<file path="src/rtl/word_split_16.sv">
// Splits 32-bit words into a registered stream of 16-bit halfwords, with
// optional single-beat send for words whose upper half is zero.
module word_split_16 #(
  parameter int LOW_FIRST = 1,
  parameter int CNT_W     = 8
) (
  input  logic             clk,
  input  logic             rst_n,
  input  logic             in_valid,
  output logic             in_ready,
  input  logic [31:0]      in_data,
  input  logic             compress,
  output logic             out_valid,
  input  logic             out_ready,
  output logic [15:0]      out_data,
  output logic             out_last,
  output logic             out_zext,
  output logic [CNT_W-1:0] word_cnt
);

  // state  | meaning
  // IDLE   | output empty
  // FIRST  | first of two beats presented
  // SECOND | second beat presented
  // SINGLE | only beat of a compressed word presented
  typedef enum logic [1:0] {IDLE, FIRST, SECOND, SINGLE} state_t;

  state_t           state_q, state_d;
  logic [31:0]      word_q, word_d;
  logic [15:0]      data_d;
  logic             last_d, zext_d, valid_d;
  logic [CNT_W-1:0] cnt_d;
  logic             beat, accept, zf;

  always_comb begin
    state_d  = state_q;
    word_d   = word_q;
    data_d   = out_data;
    last_d   = out_last;
    zext_d   = out_zext;
    valid_d  = out_valid;
    cnt_d    = word_cnt;
    beat     = out_valid & out_ready;
    in_ready = (state_q == IDLE) |
               (((state_q == SECOND) | (state_q == SINGLE)) & out_ready);
    accept   = in_valid & in_ready;
    zf       = (in_data[31:16] == 16'h0);

    case (state_q)
      FIRST: begin
        if (beat) begin
          state_d = SECOND;
          data_d  = (LOW_FIRST != 0) ? word_q[31:16] : word_q[15:0];
          last_d  = 1'b1;
        end
      end
      SECOND, SINGLE: begin
        if (beat) begin
          cnt_d = word_cnt + CNT_W'(1);
          if (!accept) begin
            state_d = IDLE;
            valid_d = 1'b0;
          end
        end
      end
      default: ;
    endcase

    // A new word overrides the idle transition above, giving zero-bubble reloads.
    if (accept) begin
      word_d  = in_data;
      zext_d  = zf;
      valid_d = 1'b1;
      if (compress & zf) begin
        state_d = SINGLE;
        data_d  = in_data[15:0];
        last_d  = 1'b1;
      end else begin
        state_d = FIRST;
        data_d  = (LOW_FIRST != 0) ? in_data[15:0] : in_data[31:16];
        last_d  = 1'b0;
      end
    end
  end

  always_ff @(posedge clk or negedge rst_n) begin
    if (!rst_n) begin
      state_q   <= IDLE;
      word_q    <= '0;
      out_data  <= '0;
      out_last  <= 1'b0;
      out_zext  <= 1'b0;
      out_valid <= 1'b0;
      word_cnt  <= '0;
    end else begin
      state_q   <= state_d;
      word_q    <= word_d;
      out_data  <= data_d;
      out_last  <= last_d;
      out_zext  <= zext_d;
      out_valid <= valid_d;
      word_cnt  <= cnt_d;
    end
  end

endmodule

</file>
<file path="config.mk">
export PLATFORM = sky130hd
export DESIGN_NAME = word_split_16
export DESIGN_NICKNAME = d
export VERILOG_FILES = /design/src/rtl/word_split_16.sv
export SDC_FILE = /design/constraint.sdc
export NUM_CORES = 1
export LEC_CHECK = 0
export CORE_MARGIN = 2
export CORE_UTILIZATION = 60
export CTS_CLUSTER_SIZE = 8
export DETAILED_ROUTE_END_ITERATION = 10
export DONT_BUFFER_PORTS = 1
export HOLD_SLACK_MARGIN = 0.05
export PLACE_DENSITY_LB_ADDON = 0.08
export SYNTH_ARGS = -nofsm -noshare
export SYNTH_HDL_FRONTEND = slang
export SYNTH_SLANG_ARGS = --single-unit
</file>
<file path="constraint.sdc">
create_clock -name clk -period 2 [get_ports clk]
set_input_delay 0.2 -clock clk [delete_from_list [all_inputs] [get_ports clk]]
set_output_delay 0.2 -clock clk [all_outputs]
set_load 0.02 [all_outputs]
</file>
==> results.cfg <==
[status]
outcome = finished clean

[worst_setup_path]
crit_path_frequent_cell = sky130_fd_sc_hd__mux2_2
timing.rr.start = state_q[1]
timing.critical_path.from_type = flop
worst-path-buf-inv = 0
timing_worst_setup_path_type = reg -> reg
timing.critical_path.slowest_cell_delay_ns = 0.47
crit_end_element = flop
path_delay_family = multiplexers
critical_path.cell_chain = nand4b_4 > mux2_2 > mux2_2
worst_ep_arrival_time_ns = 1.96
slowest_stage = sky130_fd_sc_hd__dfrtp_1
required_ns = 2.25
cp_max_fo = 17
timing.critical_path.from = state_q[1]

[cells_and_area]
final_nets = 224
drive_above_1_share_pct = 34.2
fin_area_um2 = 2590
synthToLayoutAreaGrowth_pct = 22.4
n_antenna_cell = 0

[sta]
max_slew_margin_pct = 71.8
fmaxAchievable_ghz = 0.587
timing.final.crit_share_pct = 85.2
hold_viol_final = 0
fin_hold_ws_ns = 0.0777
clock_skew_ns = 0.0132
finalMaxSlewViolations = 0
finalWorstPathRequiredPeriod_ns = 1.70
timing_worst_slew_pin_value_ns = 0.418
tns_ns = 0
grt_setup_unrepaired = false
setup_viol_count_final = 0

[route]
postRouteAntennaNets = 0
detail_route.wirelength_mm = 4.50
drt_drc_violations_left = 0
drt_pre_antenna_iters = 4
vias = 1328
routed_length_per_placed_instance_um = 19.3
avgViaCountPerCell = 5.70
drt-initial-drc-count = 96

[cts]
cts-htree-levels = 2
cts_setup_buffers = 0
clock_tree_from_tritoncts = yes
cts_buffer_depth = 2
clk-insertion-delay-late_ns = 0.36
clock_tree.root_cell = sky130_fd_sc_hd__clkbuf_4
tritoncts_buffers = 5
clkSinkCount = 45
clk_pin_slew_ns = 0.12

[synth]
combined_area_of_all_synthesized_cells_um2 = 2120
yosysWarnings = 0
synthesis.instances = 148
seq_total_area_yosys_pct = 53.1
postSynthRegisterBits = 45
syn_area_per_cell_um2 = 14.3
synth.net_count = 186
yosys.cell_types.count = 26

[global_routing]
global_route.usage.total_pct = 24.6
grt_remaining_overflow = 0
vias_in_the_first_global_route = 1430
grt_start_max_net_pins = 46
number_of_antenna_violations_at_the_first_check_in_global_routing = 0
grt_pass1_wl_mm = 7.46

[floorplan]
die_y_um = 63.4
fp-row-count = 21
boundaryPins = 65
core_um2 = 3360
floorplan.die.width_um = 63.4
initial_utilization_pct = 63.0
floorplan.die_area_um2 = 4020

[power_and_ir_drop]
max-vdd-ir-drop_v = 0.000810
power_leakage_nw = 1.19
p_total_mw = 3.87
power-per-cell-area_nw_per_um2 = 1490

[worst_hold_path]
hold_start = in_valid
hold_class = in -> reg

[placed_design]
place.gp.congestion = 0.788
io_buffer_count = 0
placedInstanceArea_um2 = 2140
total_half_perimeter_wirelength_after_legalization_and_detailed_placement_mm = 2.78

[flow_run]
maxCapViolCount = 0
[through the flow]
step                      utilization (%)  instances  setup WS (ns)
after floorplan                         -        148          0.371
final                                77.1        233          0.295
after global placement               63.8        190          0.369
after detailed placement             63.8        190          0.294
after global routing                 77.1        233          0.223
after CTS                            77.1        233          0.286
[what timing repair did]
action | 4_1_cts | 5_1_grt
endpoints found under the setup margin | 0 | 0
hold buffers | 35 | 0
endpoints found under the hold margin | 78 | 0
gates resized for setup | 0 | 0
[worst register-to-register path: cells and delay by family (launching register included)]
family	cells	cell delay, ns
multiplexers	2	0.69
flip-flops	1	0.47
AND/OR/NAND/NOR	1	0.45
[cell usage in the layout (no fill, tap or decap), drive strengths merged]
cell type	netlist	final
a21oi	1	1
and2	1	1
buf	6	3
bufinv	0	1
clkbuf	0	6
clkinvlp	0	1
dfrtp	45	45
dlygate4sd3	0	34
ha	1	1
inv	3	3
mux2	49	49
mux2i	1	1
nand2	11	11
nand3	2	2
nand4	2	2
nand4b	1	1
nor2	3	3
nor2b	1	1
nor3	2	2
nor4	5	5
o21ai	3	3
o311ai	2	2
or2	1	1
or3b	1	1
xnor2	2	2
xor2	5	5
[cell usage after synthesis (all sizes together)]
cell type / n / area [um^2]
or2: 1 / 6.26
nand4b: 1 / 23.8
xnor2: 2 / 17.5
nor4: 5 / 31.3
mux2i: 1 / 10.0
xor2: 5 / 43.8
buf: 6 / 60.1
ha: 1 / 12.5
inv: 3 / 11.3
nor2: 3 / 11.3
nand4: 2 / 12.5
o311ai: 2 / 17.5
nor3: 2 / 10.0
dfrtp: 45 / 1130
o21ai: 3 / 26.3
mux2: 49 / 619
nand2: 11 / 41.3
a21oi: 1 / 5.00
and2: 1 / 8.76
nor2b: 1 / 6.26
or3b: 1 / 8.76
nand3: 2 / 10.0
[layer usage]
metal | vias up | share of wire, % | track usage (%)
li1 | 602 | - | -
met1 | 676 | 42 | 30.1
met2 | 45 | 50 | 41.4
met3 | 5 | 7.3 | 9.11
met4 | 0 | 1.0 | 5.71
met5 | - | 0 | 0
[final cells by class]
| cell class | count | area [um^2] |
|---|---|---|
| Multi-Input combinational cell | 94 | 922 |
| Tap cell | 46 | 57.6 |
| Inverter | 3 | 11.3 |
| Clock buffer | 6 | 51.3 |
| Fill cell | 240 | 769 |
| Sequential cell | 45 | 1130 |
| Clock inverter | 2 | 37.5 |
| Timing Repair Buffer | 37 | 388 |
[power by group]
| part | switching, mW | internal [mW] |
|---|---|---|
| registers | 0.595 | 1.32 |
| logic | 0.494 | 0.875 |
| clock network | 0.293 | 0.297 |
[sequential cells by signal (all words and copies together) (netlist names)]
register	cells
out_data	16
word_q	16
word_cnt	8
state_q	2
out_last	1
out_valid	1
out_zext	1
[kinds of logic after synthesis]
family	count (synthesis)	synth area share (%)
and+or+nand+nor	30	8.03
AOI/OAI and AO/OA	6	2.30
adders and majority gates	1	0.590
DFF	45	53.1
muxes	50	29.7
xor gates and xnor gates	7	2.89
buffers and inverters	9	3.36
[final timing paths]
| path | to | slack [ns] | depth (start not counted) |
|---|---|---|---|
| max | out_data[0] | 0.30 | 3 |
| min | out_last | 0.08 | 3 |
| max reg2reg | out_data[0] | 0.30 | 3 |
| min reg2reg | word_q[19] | 0.52 | 1 |
| max in group asynchronous | word_q[16] | 1.49 | 2 |
| min in group asynchronous | out_data[11] | 0.29 | 2 |
Note: power is estimated with default switching activity, not from simulation.
